`src/rtl/fetch_unit.sv`:
```
// Instruction fetch stage: owns the fetch PC, issues one memory read per instruction, holds the result for the decoder.
// Latency: request pulse, then >=1 cycle memory wait, instr_valid rises the cycle after the response (3 cycles/instr best case).
// Backpressure: the instruction is held stable in HOLD while instr_ready=0; no further reads are issued until it is accepted.
module fetch_unit #(
   parameter int                    ADDR_WIDTH = 32,
   parameter int                    DATA_WIDTH = 32,
   parameter logic [ADDR_WIDTH-1:0] RESET_PC   = '0,
   parameter logic [ADDR_WIDTH-1:0] PC_STEP    = ADDR_WIDTH'(1)
) (
   input  logic                  clk,
   input  logic                  rst,
   output logic                  mem_read_req,
   output logic [ADDR_WIDTH-1:0] mem_read_address,
   input  logic                  mem_read_valid,
   input  logic [DATA_WIDTH-1:0] mem_read_data,
   output logic [DATA_WIDTH-1:0] instr,
   output logic [ADDR_WIDTH-1:0] instr_pc,
   output logic                  instr_valid,
   input  logic                  instr_ready,
   input  logic                  redirect_en,
   input  logic [ADDR_WIDTH-1:0] redirect_pc,
   output logic [ADDR_WIDTH-1:0] pc_value
);

   // REQ: pulse a read; WAIT: expect our response; HOLD: present instr;
   // DRAIN: a redirect orphaned a read, swallow its response before issuing again.
   typedef enum logic [1:0] {
      REQ   = 2'd0,
      WAIT  = 2'd1,
      HOLD  = 2'd2,
      DRAIN = 2'd3
   } state_e;

   state_e                  state_q, state_d;
   logic [ADDR_WIDTH-1:0]   pc_q, pc_d;
   logic [DATA_WIDTH-1:0]   instr_q, instr_d;
   logic [ADDR_WIDTH-1:0]   instr_pc_q, instr_pc_d;
   logic                    instr_valid_q, instr_valid_d;

   // Next-state and datapath: normal fetch sequencing, then redirect overrides everything.
   always_comb begin
      state_d       = state_q;
      pc_d          = pc_q;
      instr_d       = instr_q;
      instr_pc_d    = instr_pc_q;
      instr_valid_d = instr_valid_q;

      case (state_q)
         REQ: begin
            // Any response seen here is unsolicited; the read we just issued cannot return yet.
            state_d = WAIT;
         end
         WAIT: begin
            if (mem_read_valid) begin
               instr_d       = mem_read_data;
               instr_pc_d    = pc_q;
               instr_valid_d = 1'b1;
               state_d       = HOLD;
            end
         end
         HOLD: begin
            if (instr_ready) begin
               instr_valid_d = 1'b0;
               pc_d          = pc_q + PC_STEP;
               state_d       = REQ;
            end
         end
         DRAIN: begin
            if (mem_read_valid) begin
               state_d = REQ;
            end
         end
         default: begin
            state_d = REQ;
         end
      endcase

      if (redirect_en) begin
         // Whatever was captured or held is from the old stream; drop it.
         pc_d          = redirect_pc;
         instr_d       = instr_q;
         instr_pc_d    = instr_pc_q;
         instr_valid_d = 1'b0;
         if (state_q == HOLD) begin
            state_d = REQ;
         end else if (state_q != REQ && mem_read_valid) begin
            // The outstanding read completes this very cycle, so nothing is left to drain.
            state_d = REQ;
         end else begin
            // REQ still sends its pulse, so a stale response is always owed after this.
            state_d = DRAIN;
         end
      end
   end

   // State registers with synchronous reset.
   always_ff @(posedge clk) begin
      if (rst) begin
         state_q       <= REQ;
         pc_q          <= RESET_PC;
         instr_q       <= '0;
         instr_pc_q    <= '0;
         instr_valid_q <= 1'b0;
      end else begin
         state_q       <= state_d;
         pc_q          <= pc_d;
         instr_q       <= instr_d;
         instr_pc_q    <= instr_pc_d;
         instr_valid_q <= instr_valid_d;
      end
   end

   // The request is gated by rst so no read escapes while the memory is being reset with us.
   assign mem_read_req     = (state_q == REQ) && !rst;
   assign mem_read_address = pc_q;
   assign instr            = instr_q;
   assign instr_pc         = instr_pc_q;
   assign instr_valid      = instr_valid_q;
   assign pc_value         = pc_q;

endmodule

```
`config.mk`:
```
export PLATFORM = sky130hd
export DESIGN_NAME = fetch_unit
export DESIGN_NICKNAME = d
export VERILOG_FILES = /design/src/rtl/fetch_unit.sv
export SDC_FILE = /design/constraint.sdc
export NUM_CORES = 1
export LEC_CHECK = 0
export ABC_CLOCK_PERIOD_IN_PS = 2930
export BUFFER_PORTS_ARGS = -buffer_cell sky130_fd_sc_hd__buf_4
export CELL_PAD_IN_SITES_DETAIL_PLACEMENT = 0
export CELL_PAD_IN_SITES_GLOBAL_PLACEMENT = 2
export CORE_MARGIN = 5
export CORE_UTILIZATION = 25
export CTS_CLUSTER_SIZE = 30
export DETAILED_ROUTE_END_ITERATION = 7
export GPL_TIMING_DRIVEN = 1
export PLACE_DENSITY = 0.76
export SLEW_MARGIN = 30
export SYNTH_ARGS = -nofsm -noshare
export SYNTH_HDL_FRONTEND = slang
export SYNTH_SLANG_ARGS = --single-unit
```
`constraint.sdc`:
```
create_clock -name clk -period 2.93 [get_ports clk]
set_input_delay 0.4395 -clock clk [delete_from_list [all_inputs] [get_ports clk]]
set_output_delay 0.4395 -clock clk [all_outputs]
set_load 0.05 [all_outputs]
```
==> out/qor.yml, run 1 <==
drt:
  met2WireLength_um: 7670
  average_via_count_per_standard_cell: 4.76
  routed_wire_length_per_instance_um: 16.5
  routed_wl_um: 15700
  wl_met3_um: 1160
  drt_first_iter_violations: 227
  number_of_detailed_routing_iterations_run_before_antenna_repair: 5
  highest_layer: "met4"
  route.vias.total: 4520
  drc: 0
  ant_nets_after_route: 0
  drt-met1-wl_um: 6620
finish:
  antenna_cell_count: 0
  drive_above_1_share_pct: 32.0
  syn2layout_area_growth_pct: 38.4
  finalCoreUtilization_pct: 34.9
  layout.cells.non_filler: 950
  postLayoutCellArea_um2: 6220
  number_of_nets_in_the_layout: 786
sta:
  finalCritPeriodShare_pct: 89.4
  slew_viol_final: 0
  final_critical_path_setup_slack_ps: 312
  fmaxAchievable_mhz: 382
  clock_skew_ps: 7.94
  max_slew_margin_pct: 43.8
  grt_setup_unrepaired: "false"
  final-setup-viol-count: 0
  layout_min_cycle_time_ps: 2620
  finalSetupTns_ps: 0
  fin_worst_hold_slack_ps: 328
  worst_pin_slew_ps: 843
  hold_viol_final: 0
placement:
  place.gp.congestion: 0.770
  placed_cells_incl_taps: 934
  pre_cts_setup_slack_ps: 345
  placement.cell_area_um2: 5890
  buffer_ports.inserted: 198
  post-dp-hpwl_um: 11200
synthesis:
  cells_after_synthesis: 571
  synth-seq-cells: 99
  number_of_enable_flip_flop_cells_after_synthesis: 0
  avgSynthCellArea_um2: 7.87
  synth_cell_types: 40
  synth-async-reset-ratio_pct: 0
  yosysWarnings: 0
  synthesis.nets: 641
  syn_area_um2: 4490
  synth_seq_area_share_pct: 44.1
  ys_dominant_reg_cell: "sky130_fd_sc_hd__dfxtp_1"
outcome:
  run_status: "completed"
pwr:
  static-leakage-power_nw: 2.45
  vdd_drop_max_uv: 271
  power_density_nw_per_um2: 563
  overall_power_of_the_completed_layout_mw: 3.50
clock_network:
  htreeDepth: 3
  numCtsBuffers: 9
  clk_pin_slew_ps: 80
  root_buffer: "sky130_fd_sc_hd__clkbuf_16"
  tritoncts: "yes"
  cts_max_path_buffers: 2
  ctsHoldBuffers: 0
  postCtsSetupRepairBufs: 0
  clock_latency_ps: 350
  post_cts_resized: 0
  cts_sinks: 99
worst_setup_path:
  cp.buffers_inverters: 0
  cells_traversed_along_the_worst_timing_path: "nand4_2 > or4_1 > or4_1 > a311oi_1"
  cpMostUsedCell: "sky130_fd_sc_hd__or4_1"
  crit_path_max_fanout: 22
  crit_path_start_kind: "flop"
  path_delay_family: "simple AND/OR/NAND/NOR gates"
  critPathArrivalTime_ps: 2870
  setup.worst_path.end_class: "flop"
  cpMaxStageDelayCell: "sky130_fd_sc_hd__or4_1"
  worst-setup-path-type: "flop to flop"
  cp_data_required_time_ps: 3180
  critPathMaxStageDelay_ps: 910
grt:
  first_global_vias: 4371
  globalRouteOverflowTotal: 0
  global_route_wire_length_before_repair_um: 23800
  maximum_number_of_pins_on_one_net_before_global_route_repair: 78
  grt_util_all_layers_pct: 14.7
  number_of_antenna_violations_at_the_first_check_in_global_routing: 0
floorplan:
  initial_core_util_pct: 25.2
  ports: 199
  die_area_um2: 20800
  core_region_area_um2: 17800
  die_width_um: 144
  floorplan.die.height_um: 144
  row_count: 49
hold_path:
  timing.hold.worst.class: "primary input to flop"
job:
  cap_violations: 0
## sequential cells by signal (all words and copies together) (netlist names)
register / flops
instr_pc: 32
instr_valid: 1
mem_read_address: 32
instr: 32
state_q: 2
## worst min-delay path: stages
cell	delay, ps
sky130_fd_sc_hd__buf_4	110
sky130_fd_sc_hd__nand2_1	40
sky130_fd_sc_hd__a21oi_1	50
## metal layers
| layer | track usage [%] | vias up |
|---|---|---|
| li1 | - | 2251 |
| met1 | 18.6 | 2120 |
| met2 | 24.2 | 136 |
| met3 | 3.60 | 13 |
| met4 | 5.35 | 0 |
| met5 | 0 | - |
## final timing paths
| check | start | to | slack, ps | depth (start not counted) |
|---|---|---|---|---|
| hold reg to reg | instr[0] | instr[0] | 450 | 2 |
| setup reg to reg | mem_read_address[3] | mem_read_address[27] | 310 | 4 |
| setup / recovery | mem_read_address[3] | mem_read_address[27] | 310 | 4 |
| hold / removal | mem_read_data[30] | instr[30] | 330 | 3 |
## cells in the mapped netlist (2+ instances only)
cell,n,area (um^2)
sky130_fd_sc_hd__nor2_1,32,120
sky130_fd_sc_hd__nand3b_1,5,37.5
sky130_fd_sc_hd__or2_2,3,18.8
sky130_fd_sc_hd__buf_6,6,67.6
sky130_fd_sc_hd__a21oi_1,67,335
sky130_fd_sc_hd__a31oi_1,4,25.0
sky130_fd_sc_hd__buf_1,2,7.51
sky130_fd_sc_hd__buf_2,3,15.0
sky130_fd_sc_hd__inv_1,7,26.3
sky130_fd_sc_hd__nor3_1,7,35.0
sky130_fd_sc_hd__or4_1,12,90.1
sky130_fd_sc_hd__a211oi_1,6,45.0
sky130_fd_sc_hd__or3_1,11,68.8
sky130_fd_sc_hd__buf_4,32,240
sky130_fd_sc_hd__dfxtp_1,99,1980
sky130_fd_sc_hd__o21ai_0,10,50.1
sky130_fd_sc_hd__o31ai_1,10,75.1
sky130_fd_sc_hd__clkbuf_1,28,105
sky130_fd_sc_hd__xnor2_1,5,43.8
sky130_fd_sc_hd__nand4_1,11,68.8
sky130_fd_sc_hd__and3_1,2,12.5
sky130_fd_sc_hd__xor2_1,3,26.3
sky130_fd_sc_hd__a311oi_1,19,166
sky130_fd_sc_hd__nand4_2,2,25.0
sky130_fd_sc_hd__nand3_1,9,45.0
sky130_fd_sc_hd__o31a_1,2,17.5
sky130_fd_sc_hd__nor4_1,10,62.6
sky130_fd_sc_hd__nand2_1,152,571
## layout by cell type, fill, tap and decap left out, types with 3 or more instances in the layout
master / n
sky130_fd_sc_hd__nor3_1: 6
sky130_fd_sc_hd__o31ai_1: 10
sky130_fd_sc_hd__or3_1: 10
sky130_fd_sc_hd__or4_1: 12
sky130_fd_sc_hd__clkbuf_16: 9
sky130_fd_sc_hd__a311oi_1: 19
sky130_fd_sc_hd__o21ai_0: 10
sky130_fd_sc_hd__or2_2: 3
sky130_fd_sc_hd__nand2_1: 152
sky130_fd_sc_hd__a21oi_1: 67
sky130_fd_sc_hd__dfxtp_1: 99
sky130_fd_sc_hd__inv_1: 6
sky130_fd_sc_hd__nor4_1: 10
sky130_fd_sc_hd__nand4_1: 11
sky130_fd_sc_hd__xor2_1: 3
sky130_fd_sc_hd__nor2_1: 32
sky130_fd_sc_hd__nand3b_1: 5
sky130_fd_sc_hd__nand3_1: 9
sky130_fd_sc_hd__a31oi_1: 4
sky130_fd_sc_hd__a211oi_1: 6
sky130_fd_sc_hd__buf_4: 205
sky130_fd_sc_hd__xnor2_1: 5
## area by class of cell
class | instances | area (um^2)
Fill cell | 1910 | 11600
Timing Repair Buffer | 205 | 1540
Tap cell | 229 | 287
Clock buffer | 9 | 225
Sequential cell | 99 | 1980
Inverter | 7 | 26.3
Clock inverter | 7 | 106
Multi-Input combinational cell | 394 | 2060
## report_power, final
group | total [mW] | internal, mW | switching [mW]
clock network | 1.34 | 0.765 | 0.579
logic | 0.676 | 0.218 | 0.459
registers | 1.48 | 1.40 | 0.0854
## cells by family after synthesis
kind of cell / synth area share, %
and+or+nand+nor: 26.9
buffers and inverters: 10.3
xor gates and xnor gates: 1.56
DFF: 44.1
adders and majority gates: 0.278
AOI/OAI and AO/OA: 16.9
Note: power is estimated with default switching activity, not from simulation.
==> run 2, diff against run 1 <==
==> constraint.sdc (replaced) <==
create_clock -name clk -period 2.93 [get_ports clk]
set_input_delay 0.293 -clock clk [delete_from_list [all_inputs] [get_ports clk]]
set_output_delay 0.293 -clock clk [all_outputs]
set_load 0.05 [all_outputs]
==> out/qor.yml, run 2 (synthesis results as in run 1) <==
finish:
  most-common-layout-cells: "205 x sky130_fd_sc_hd__buf_4, 152 x sky130_fd_sc_hd__nand2_1, 99 x sky130_fd_sc_hd__dfxtp_1"
  fillCellCount: 1914  # +0.21%
  drive_above_1_share_pct: 32.0  # unchanged
  number_of_nets_in_the_layout: 786  # unchanged
  postLayoutCellArea_um2: 6210  # -0.24%
  layout.cells.non_filler: 950  # unchanged
  final_common_cell: "sky130_fd_sc_hd__buf_4"
  syn2layout_area_growth_pct: 38.1
  finalCoreUtilization_pct: 34.8  # -0.084 points
  antenna_cell_count: 0  # unchanged
sta:
  max_slew_margin_pct: 43.3  # -0.52 points
  final-setup-viol-count: 0  # unchanged
  grt_setup_unrepaired: "false"
  hold_viol_final: 0  # unchanged
  slew_viol_final: 0  # unchanged
  finalSetupTns_ps: 0  # unchanged
  final_critical_path_setup_slack_ps: 270  # -42.1 ps
  worst_pin_slew_ps: 845  # +2.51 ps
  fmaxAchievable_mhz: 376  # -1.6%
  clock_skew_ps: 6.89  # -1.05 ps
  layout_min_cycle_time_ps: 2660  # +42.1 ps
  finalCritPeriodShare_pct: 90.8  # +1.4 points
  fin_worst_hold_slack_ps: 195  # -134 ps
floorplan:
  initial_core_util_pct: 25.2  # unchanged
  row_count: 49  # unchanged
  floorplan.die.height_um: 144  # unchanged
  die_area_um2: 20800  # unchanged
  core_region_area_um2: 17800  # unchanged
  ports: 199  # unchanged
  die_width_um: 144  # unchanged
drt:
  routed_wl_um: 15700  # about the same
  route.vias.total: 4530  # +0.22%
  drt_first_iter_violations: 261  # +15%
  routed_wire_length_per_instance_um: 16.5  # about the same
  average_via_count_per_standard_cell: 4.77  # +0.22%
  number_of_detailed_routing_iterations_run_before_antenna_repair: 6  # +1
  ant_nets_after_route: 0  # unchanged
  drc: 0  # unchanged
grt:
  maximum_number_of_pins_on_one_net_before_global_route_repair: 73  # -6.4%
  grt.met3_usage_pct: 3.31  # -0.30 points
  global_route_wire_length_before_repair_um: 23800  # -0.20%
  groute.layer.met2.usage_pct: 24.2  # -0.049 points
  grt_util_all_layers_pct: 14.6  # -0.064 points
  met1_track_demand_over_resource_in_global_routing_pct: 18.9  # +0.23 points
  first_global_vias: 4213  # -3.6%
  globalRouteOverflowTotal: 0  # unchanged
  number_of_antenna_violations_at_the_first_check_in_global_routing: 0  # unchanged
  gr-max-usage-layer: "met2"
clock_network:
  clk_pin_slew_ps: 70  # about the same
  numCtsBuffers: 9  # unchanged
  ctsHoldBuffers: 0  # unchanged
  post_cts_resized: 0  # unchanged
  tritoncts: "yes"
  cts_sinks: 99  # unchanged
  cts_max_path_buffers: 2  # unchanged
  htreeDepth: 3  # unchanged
  postCtsSetupRepairBufs: 0  # unchanged
  root_buffer: "sky130_fd_sc_hd__clkbuf_16"
  clock_latency_ps: 340  # about the same
pwr:
  static-leakage-power_nw: 2.44  # -0.28%
  power_density_nw_per_um2: 555  # -1.4%
  vdd_drop_max_uv: 252  # -7.0%
  overall_power_of_the_completed_layout_mw: 3.45  # -1.7%
outcome:
  run_status: "completed"
placement:
  place.gp.congestion: 0.789  # +2.5%
  placement.cell_area_um2: 5890  # unchanged
  placed_cells_incl_taps: 934  # unchanged
  post-dp-hpwl_um: 11400  # +1.6%
  pre_cts_setup_slack_ps: 308  # -37.4 ps
  buffer_ports.inserted: 198  # unchanged
worst_setup_path:
  critPathArrivalTime_ps: 2900  # +30 ps
  cp_data_required_time_ps: 3170  # about the same
  setup.worst_path.end_class: "flop"
  crit_path_start_kind: "flop"
  crit_path_max_fanout: 22  # unchanged
  worst-setup-path-type: "flop to flop"
hold_path:
  timing.hold.worst.class: "primary input to flop"
job:
  cap_violations: 0  # unchanged
[run 2: final timing paths]
kind | slack, ps | cells after the start | to | start
setup / recovery | 270 | 4 | mem_read_address[25] | state_q[1]
hold / removal | 190 | 3 | instr[17] | mem_read_data[17]
setup reg to reg | 270 | 4 | mem_read_address[25] | state_q[1]
hold reg to reg | 450 | 2 | instr_pc[17] | instr_pc[17]
[run 2: report_power, final]
part	switching (mW)	total, mW	leakage, nW	internal (mW)
Clock	0.537	1.28	0.156	0.748
Sequential	0.0844	1.48	0.808	1.40
Combinational	0.459	0.677	1.48	0.218
[run 2: final cells by class]
cell class                 instances  area (um^2)  share of cell area [%]
clock buffer                       9          225                    3.63
clock inverter                     7         91.3                    1.47
inverter                           7         26.3                   0.423
multi-input combinational        394         2060                    33.1
sequential                        99         1980                    31.9
tap                              229          287                    4.62
timing repair buffer             205         1540                    24.8
[run 2: critical path, stage by stage (launching register included)]
cell	delay, ps
sky130_fd_sc_hd__dfxtp_1	500
sky130_fd_sc_hd__nand3b_2	270
sky130_fd_sc_hd__or4_1	900
sky130_fd_sc_hd__or4_1	600
sky130_fd_sc_hd__a311oi_1	290
[run 2: per-layer routing]
metal / part of all wire (%) / wire length [um]
met5: 0 / 0
met4: 1.9 / 302
met3: 6.1 / 964
met2: 49 / 7700
met1: 43 / 6740
